**src/rtl/lc3b_mem_arbiter_pkg.sv**
```systemverilog
// Shared types for the LC-3b physical-memory arbiter: FSM state encoding and
// the cache-line data type.
package lc3b_mem_arbiter_pkg;

  localparam int unsigned LINE_WIDTH = 128;

  typedef logic [LINE_WIDTH-1:0] lc3b_line;

  typedef enum logic [1:0] {
    ARB_IDLE = 2'd0,
    ARB_BUSY = 2'd1,
    ARB_DONE = 2'd2
  } lc3b_arb_state;

  // Plain-vector views of the enum for the legacy-compatible state register.
  localparam logic [1:0] ST_IDLE = ARB_IDLE;
  localparam logic [1:0] ST_BUSY = ARB_BUSY;
  localparam logic [1:0] ST_DONE = ARB_DONE;

endpackage

```
**src/rtl/lc3b_rr_picker.sv**
```systemverilog
// Combinational winner selection: first active port scanning upward from ptr
// with wrap-around; fixed priority is the same search started at port 0.
module lc3b_rr_picker #(
  parameter int NUM_PORTS  = 2,
  parameter bit FIXED_PRIO = 1'b0,
  localparam int PTR_W     = $clog2(NUM_PORTS)
) (
  input  logic [NUM_PORTS-1:0] active,
  input  logic [PTR_W-1:0]     ptr,
  output logic [NUM_PORTS-1:0] grant,
  output logic [PTR_W-1:0]     index,
  output logic                 valid
);

  logic [PTR_W-1:0]     base;
  logic [NUM_PORTS-1:0] rot;
  logic [PTR_W-1:0]     offset;
  logic [PTR_W:0]       sum;

  assign base = FIXED_PRIO ? '0 : ptr;

  always_comb begin
    // NOTE: every variable gets a default first so no latch is inferred.
    grant  = '0;
    offset = '0;
    valid  = |active;
    // Rotate so bit 0 is the port at base; the lowest set bit is the winner.
    rot = NUM_PORTS'({active, active} >> base);
    for (int j = NUM_PORTS - 1; j >= 0; j--) begin
      if (rot[j]) offset = PTR_W'(j);
    end
    sum   = {1'b0, base} + {1'b0, offset};
    index = (sum >= (PTR_W + 1)'(NUM_PORTS)) ? PTR_W'(sum - (PTR_W + 1)'(NUM_PORTS))
                                             : PTR_W'(sum);
    grant[index] = valid;
  end

endmodule

```
**src/rtl/lc3b_mem_arbiter.sv**
```systemverilog
// N-port arbiter multiplexing cache-line requests onto the single LC-3b
// physical-memory port; one outstanding transaction, all outputs registered.
module lc3b_mem_arbiter
  import lc3b_mem_arbiter_pkg::*;
#(
  parameter int NUM_PORTS  = 2,
  parameter int ADDR_WIDTH = 16,
  parameter int DATA_WIDTH = int'(LINE_WIDTH),
  parameter int FIXED_PRIO = 0
) (
  input  logic                                 clk,
  input  logic                                 rst_n,
  input  logic [NUM_PORTS-1:0]                 req_read,
  input  logic [NUM_PORTS-1:0]                 req_write,
  input  logic [NUM_PORTS-1:0][ADDR_WIDTH-1:0] req_address,
  input  logic [NUM_PORTS-1:0][DATA_WIDTH-1:0] req_wdata,
  output logic [NUM_PORTS-1:0]                 req_resp,
  output logic [DATA_WIDTH-1:0]                req_rdata,
  output logic                                 pmem_read,
  output logic                                 pmem_write,
  output logic [ADDR_WIDTH-1:0]                pmem_address,
  output logic [DATA_WIDTH-1:0]                pmem_wdata,
  input  logic                                 pmem_resp,
  input  logic [DATA_WIDTH-1:0]                pmem_rdata
);

  localparam int PTR_W = $clog2(NUM_PORTS);

  logic [1:0]           state;
  logic [PTR_W-1:0]     ptr;
  logic [NUM_PORTS-1:0] owner;
  logic [NUM_PORTS-1:0] active;
  logic [NUM_PORTS-1:0] win_oh;
  logic [PTR_W-1:0]     win_idx;
  logic                 win_valid;

  assign active = req_read | req_write;

  lc3b_rr_picker #(
    .NUM_PORTS (NUM_PORTS),
    .FIXED_PRIO(FIXED_PRIO != 0)
  ) u_picker (
    .active(active),
    .ptr   (ptr),
    .grant (win_oh),
    .index (win_idx),
    .valid (win_valid)
  );

  // NOTE: reset is synchronous, so rst_n is simply sampled at the edge here.
  always_ff @(posedge clk) begin
    if (!rst_n) begin
      state        <= ST_IDLE;
      ptr          <= '0;
      owner        <= '0;
      req_resp     <= '0;
      req_rdata    <= '0;
      pmem_read    <= 1'b0;
      pmem_write   <= 1'b0;
      pmem_address <= '0;
      pmem_wdata   <= '0;
    end else begin
      // NOTE: non-blocking assignments so every register sees pre-edge values.
      case (state)
        ST_IDLE: begin
          if (win_valid) begin
            owner        <= win_oh;
            ptr          <= (win_idx == PTR_W'(NUM_PORTS - 1)) ? '0 : win_idx + 1'b1;
            // Write wins when a client raises both read and write.
            pmem_write   <= req_write[win_idx];
            pmem_read    <= ~req_write[win_idx];
            pmem_address <= req_address[win_idx];
            pmem_wdata   <= req_wdata[win_idx];
            state        <= ST_BUSY;
          end
        end
        ST_BUSY: begin
          if (pmem_resp) begin
            pmem_read  <= 1'b0;
            pmem_write <= 1'b0;
            req_resp   <= owner;
            req_rdata  <= pmem_rdata;
            state      <= ST_DONE;
          end
        end
        ST_DONE: begin
          req_resp <= '0;
          state    <= ST_IDLE;
        end
        default: state <= ST_IDLE;
      endcase
    end
  end

endmodule

```
**config.mk**
```make
export PLATFORM = sky130hd
export DESIGN_NAME = lc3b_mem_arbiter
export DESIGN_NICKNAME = d
export VERILOG_FILES = /design/src/rtl/lc3b_mem_arbiter_pkg.sv /design/src/rtl/lc3b_rr_picker.sv /design/src/rtl/lc3b_mem_arbiter.sv
export SDC_FILE = /design/constraint.sdc
export NUM_CORES = 1
export LEC_CHECK = 0
export ABC_AREA = 1
export CAP_MARGIN = 20
export CORE_AREA = 2 2 275 277
export DETAILED_ROUTE_END_ITERATION = 8
export DIE_AREA = 0 0 277 279
export GPL_TIMING_DRIVEN = 0
export HOLD_SLACK_MARGIN = 0.06
export PLACE_DENSITY = 0.52
export SETUP_SLACK_MARGIN = 0.2
export SYNTH_ARGS = -nofsm -noshare
export SYNTH_HDL_FRONTEND = slang
export SYNTH_SLANG_ARGS = --single-unit
```
**constraint.sdc**
```tcl
create_clock -name clk -period 2.2 [get_ports clk]
set_input_delay 0.44 -clock clk [delete_from_list [all_inputs] [get_ports clk]]
set_output_delay 0.44 -clock clk [all_outputs]
set_load 0.01 [all_outputs]
```
### Word-level counts from Yosys, hierarchy flattened

Cells that the tools add are included.

| word-level totals | value |
|---|---|
| logic and storage cells | 55 |
| output and inout bits | 276 |
| bits in registers | 281 |
| bits of input ports | 423 |

| operators by class | value |
|---|---|
| order comparisons | 3 |
| bitwise operators | 3 |
| equality and inequality tests | 4 |
| shifts and indexed selects | 1 |
| muxes and demuxes | 22 |
| add/sub/neg operators | 3 |
| reduce and logical (&&, ||, !) cells | 10 |

Operators by type and width:

| operator | count |
|---|---|
| 128-bit 2-to-1 mux | 2 |
| 16-bit 2-to-1 mux | 2 |
| 1-bit 2-to-1 mux | 10 |
| 2-bit one-hot mux with 2 select lines | 2 |
| 2-bit AND reduction | 4 |
| 2-bit 2-to-1 mux | 3 |
| 1-bit one-hot mux with 2 select lines | 2 |
| 2-bit nonzero test | 2 |
| 4-bit by 1-bit >> shifter with 2-bit output | 1 |
| 3-bit AND reduction | 1 |
| 1-bit by 1-bit adder with 2-bit output | 1 |
| 2-bit bitwise AND | 1 |
| 2-bit by 1-bit == test with 1-bit output (second input constant) | 1 |
| 2-bit == test (second input constant) | 1 |
| 2-bit greater-or-equal comparator (second input constant) | 1 |
| 2-bit zero test | 1 |
| 1-bit by 2-bit less-than comparator with 1-bit output (second input constant) | 1 |
| 2-bit by 1-bit inequality test with 1-bit output (second input constant) | 1 |
| 2-bit inequality test (second input constant) | 1 |
| 2-bit bitwise OR | 1 |
| 2-bit OR reduction | 1 |
| 1-bit adder (second input constant) | 1 |
| 1-bit demux with 1-bit select | 1 |
| 1-bit greater-or-equal comparator (second input constant) | 1 |
| 3 further kinds | 3 |

### Depth between registers and ports, before layout

| depth | value |
|---|---|
| word-level depth | 12 |
| depth in mapped cells | 10 |
| mapped depth without buffers | 8 |

### Hierarchy

From an unflattened synthesis, not the netlist that was laid out.

| second synthesis, totals | value |
|---|---|
| cell total of the unflattened synthesis | 1703 |
| area total of the unflattened synthesis | 11473.5 µm² |

By module, submodules not included:

| module | cells each | sequential area each (µm²) | area an instance (µm²) | times used |
|---|---|---|---|---|
| lc3b_mem_arbiter | 1694 | 5625.4 | 11436.0 | 1 |
| lc3b_rr_picker | 9 | 0.0 | 37.5 | 1 |

### Least setup slack after synthesis

Ideal clock, no wire load.

| timing | value |
|---|---|
| kind | input port to flip-flop |
| from | input port req_write[1] |
| to | register pmem_address[0] |
| arrival | 1301 ps |
| path buffers | 3 |
| required time | 2091 ps |
| stages on the path | 9 |
| path slack | 790 ps |
| library setup time | 109 ps |
| cell sequence | o21ai_1 -> nand2_1 -> buf_2 -> buf_6 -> buf_6 -> nand3_1 -> nand3_1 -> nand2_1 -> inv_1 |

| on the way | value |
|---|---|
| cells in the longest elaborated chain, start to end | 9 |
| elaborated cells on any way between the ends | 12 |
| classes of those cells | 2 x add/sub; 1 x order compare; 1 x shift; 5 x mux; 1 x bitwise; 2 x reduce/logical |

Ends and longest elaborated chain:

| element | line | source |
|---|---|---|
| start, declared | lc3b_mem_arbiter.sv:14 | `input logic [NUM_PORTS-1:0] req_write,` |
| 2-bit bitwise OR * | lc3b_mem_arbiter.sv:37 | `assign active = req_read \| req_write;` |
| 4-bit by 1-bit >> shifter with 2-bit output | lc3b_rr_picker.sv:28 | `rot = NUM_PORTS'({active, active} >> base);` |
| 1-bit 2-to-1 mux (2 in a row) | lc3b_rr_picker.sv:30 | `if (rot[j]) offset = PTR_W'(j);` |
| 1-bit by 1-bit adder with 2-bit output | lc3b_rr_picker.sv:32 | `sum = {1'b0, base} + {1'b0, offset};` |
| 2-bit greater-or-equal comparator or 1-bit subtractor (tied branches) | lc3b_rr_picker.sv:33 | `index = (sum >= (PTR_W + 1)'(NUM_PORTS)) ? PTR_W'(sum - (PTR_W + 1)'(NUM_PORTS))` |
| 1-bit 2-to-1 mux | lc3b_rr_picker.sv:33 |  |
| 16-bit 2-to-1 mux (implied by the code) (2 in a row) | lc3b_mem_arbiter.sv:72 | `pmem_address <= req_address[win_idx];` |
| end signal, assigned | lc3b_mem_arbiter.sv:72 |  |
| end, declared | lc3b_mem_arbiter.sv:21 | `output logic [ADDR_WIDTH-1:0] pmem_address,` |

Every way passes the cells marked *; elsewhere a longest branch is shown, timed or not. The select of a mux whose other input is x is not followed.
A chain may end at the register's enable or synchronous reset.

### Final worst setup path

| timing | value |
|---|---|
| from | register req_rdata[84] |
| to | output port req_rdata[84] |

RTL lines:

| element | line | source |
|---|---|---|
| start, declared | lc3b_mem_arbiter.sv:18 | `output logic [DATA_WIDTH-1:0] req_rdata,` |
| start signal, assigned | lc3b_mem_arbiter.sv:82 | `req_rdata <= pmem_rdata;` |

No word-level cell between the ends.

==> impl_results.md <==
* Outcome: completed
* Die height at between 200 and 300 um
* Synth top area cells: dfxtp_1 (45%), nand2_1 (17%), nand3_1 (12%), a21oi_1 (11%), inv_1 (8.9%)
* Iter 0 DRT Violations at 661
* Placeable Area at between 70000 and 80000 um^2
* Drt drc at 0
* Post-synthesis sequential area ratio at 0.453
* CTS Sinks at between 200 and 300
* CP endpoint kind: output port
* Drt pass-1 iters at 5
* GRT Total Usage at 0.161
* Clk_skew at ~17 ps
* Total power per unit cell area at about 760 nW/um^2
* Hold WC Path Type: input pin to flip-flop
* Crit-path slowest cell: clkdlybuf4s50_1
* Final nets at 3017
* Post-CTS setup buffer count at 0
* Syn avg cell area at ~6.7 um^2
* Std-Cell Rows at 100
* Hold Fails Final Rpt at 0
* Worst-Skew Late Latency at roughly 550 ps
* RSZ-0062 raised after global routing: true
* HPWL after detailed placement at 51300 um
* WP data arrival at 1510 ps
* Starting Density at 0.168
* Vias in the first global route at roughly 14000
* Placed cell areas at 20600 um^2
* Hold endpoint: pmem_read$_SDFFE_PN0P_
* Reg2reg start: state[0]$_SDFFE_PN0P_
* Synth warnings at 0
* CP Cell Sequence: clkdlybuf4s50_1
* Crit path buffers/inverters at 1
* Final setup fails at 0
* #FFs+latches synth at between 200 and 300
* Non-Filler Instances at around 3600
* Reg2Reg Depth at 8
* Total power at between 15 and 20 mW
* CP top delay family: buffers and inverters
* Layout Utilization at 0.298
* Root Buffer: clkbuf_16
* Placed Cells at ~3500
* Die Area at 77300 um^2
* Crit path launch: req_rdata[84]$_SDFFE_PN0P_
* Drt wl/cell at between 15 and 20 um
* RD Place Congestion at 0.890
* Port Buf Inserts at between 600 and 700
* Syn nets at about 2300
* Tmin final at ~2000 ps
* Post-route setup slack at 248 ps
* Global-route wire length before repair at just over 90000 um
* R2R Path End: req_rdata[116]$_SDFFE_PN0P_
* Cts hold-fix bufs at 0
* Reg2reg setup slack at between 300 and 400 ps
* Max FO, Critical Path at 2
* Largest net degree at the start of global routing at 12
* Share of cells above drive strength 1 at 0.0676
* Leakage at 9.68 nW
* Sum Neg Setup Slack at 0 ps
* CP Launch Type: flip-flop
* Clock buffer depth at 3
* DR vias at 14250
* Filler cell count at 8174
* Hold slack at slightly below 400 ps
* Total congestion overflow at 0
* Synth-to-Final Area Change at 77.5%
* Post-placement setup slack at -954 ps
* Cell Area, Synth at 12400 um^2
* Synth area leader: dfxtp_1
* Clock-pin slew on the worst setup and hold paths at about 60 ps
* Worst path max stage delay at approximately 620 ps
* Synth top area share at 0.453
* Design Area, Final at around 22000 um^2
* Hold path startpoint: req_write[1]
* Fmax achieved at between 0.5 and 0.6 GHz
* CTS tree: yes
* Total CTS buffers at 39
* Relative slew slack at 0.593
* Synth Instances at between 1500 and 2000
* Post-route ant nets at 0
* Via density at 3.96
* Final period util at 0.887
* Setup CP Type: flip-flop to output port
* Die Width at around 280 um
* Max VDD drop at between 0.4 and 0.5 mV
* Initial antenna violation count at 10
* WP data required at 1760 ps
* Yosys cell types at 18
* Worst hold path depth at 4
* Slew Viols, Final at 0
* Max cap viols at 0
* H-tree depth at 2
* Final WL at 64900 um
* Top-Level Pins at around 700
* Slew of the pin with the lowest slew margin at roughly 610 ps
[synthesized netlist by cell type]
cell / number
buf_4: 7
a21oi_1: 278
buf_2: 73
inv_1: 294
dfxtp_1: 281
nand3_1: 289
o21ai_0: 2
clkinv_1: 1
o22ai_1: 1
inv_2: 3
o21ai_1: 1
nand2_1: 563
buf_1: 10
nor2_1: 3
nand2_2: 2
clkbuf_1: 39
buf_6: 7
nand3_2: 1
[area by class of cell]
type	count	area (um^2)	area share
Multi-Input combinational cell	1140	5040	0.229
Tap cell	969	1210	0.0550
Sequential cell	281	5630	0.255
Clock inverter	12	194	0.00879
Clock buffer	55	1110	0.0501
Inverter	298	1120	0.0508
Buffer	136	771	0.0349
Timing Repair Buffer	698	6970	0.316
Antenna cell	9	22.5	0.00102
[repair_timing]
item / in CTS / in global routing
gates cloned: 0 / 0
endpoints found under the setup margin: 298 / 166
hold endpoints to repair: 0 / 0
resized for setup: 47 / 41
pin swaps: 0 / 1
[flip-flops by register name, indices dropped and copies added (netlist names)]
register and flops:
pmem_address 16, pmem_wdata 128, owner 2, pmem_write 1
pmem_read 1, ptr 1, state 2, req_resp 2
req_rdata 128
[metal layers]
layer  GRT usage  wire [um]
met2       0.273      31400
met5           0         42
met3      0.0405       4080
met1       0.198      27700
met4      0.0525       1730
[cell families (layout without fill, tap and decap cells)]
kind of cell | Yosys count | in the layout | synth area share
AOI/OAI and AO/OA | 282 | 282 | 0.114
and+or+nand+nor | 858 | 858 | 0.289
other | 0 | 9 | 0
DFF | 281 | 281 | 0.453
buffers and inverters | 434 | 1199 | 0.145
[power breakdown]
| part | switching [mW] | leakage, nW | internal, mW |
|---|---|---|---|
| logic | 2.24 | 6.73 | 2.12 |
| registers | 0.245 | 2.31 | 5.57 |
| clock network | 2.52 | 0.637 | 3.98 |
| total | 5.00 | 9.68 | 11.7 |
[cells in the final DEF (no fill, tap or decap)]
cell             synthesis  layout
clkinv_8                 0       2
diode_2                  0       9
nand2_8                  0       1
clkdlybuf4s50_1          0     676
dfxtp_1                281     281
nand2_1                563     563
buf_6                    7      10
clkinv_2                 0       4
nand3_1                289     289
dlymetal6s2s_1           0       2
clkbuf_8                 0       7
o22ai_1                  1       1
nand3_4                  0       1
inv_6                    0       2
clkbuf_16                0      39
clkbuf_2                 0      19
nor2_1                   3       1
inv_2                    3       3
clkbuf_4                 0       8
o21ai_2                  0       1
o21ai_0                  2       2
inv_1                  294     294
bufinv_16                0       4
buf_4                    7      14
nand2_4                  0       1
dlygate4sd2_1            0      20
a21oi_1                278     278
buf_1                   10       6
clkbuf_1                39      30
clkdlybuf4s15_2          0       1
clkinv_4                 0       1
buf_2                   73      57
nor2_2                   0       2
[how the worst max path moves through the flow]
stage,end,cells past startpoint
after floorplan,pmem_address[0]$_SDFFE_PN0P_,9
after global placement,req_rdata[97]$_SDFFE_PN0P_,5
after detailed placement,req_rdata[97]$_SDFFE_PN0P_,5
after CTS,pmem_wdata[121]$_SDFFE_PN0P_,10
after global routing,pmem_wdata[70]$_SDFFE_PN0P_,7
final,req_rdata[84],1
No activity file was read; power rests on OpenSTA's default activity.
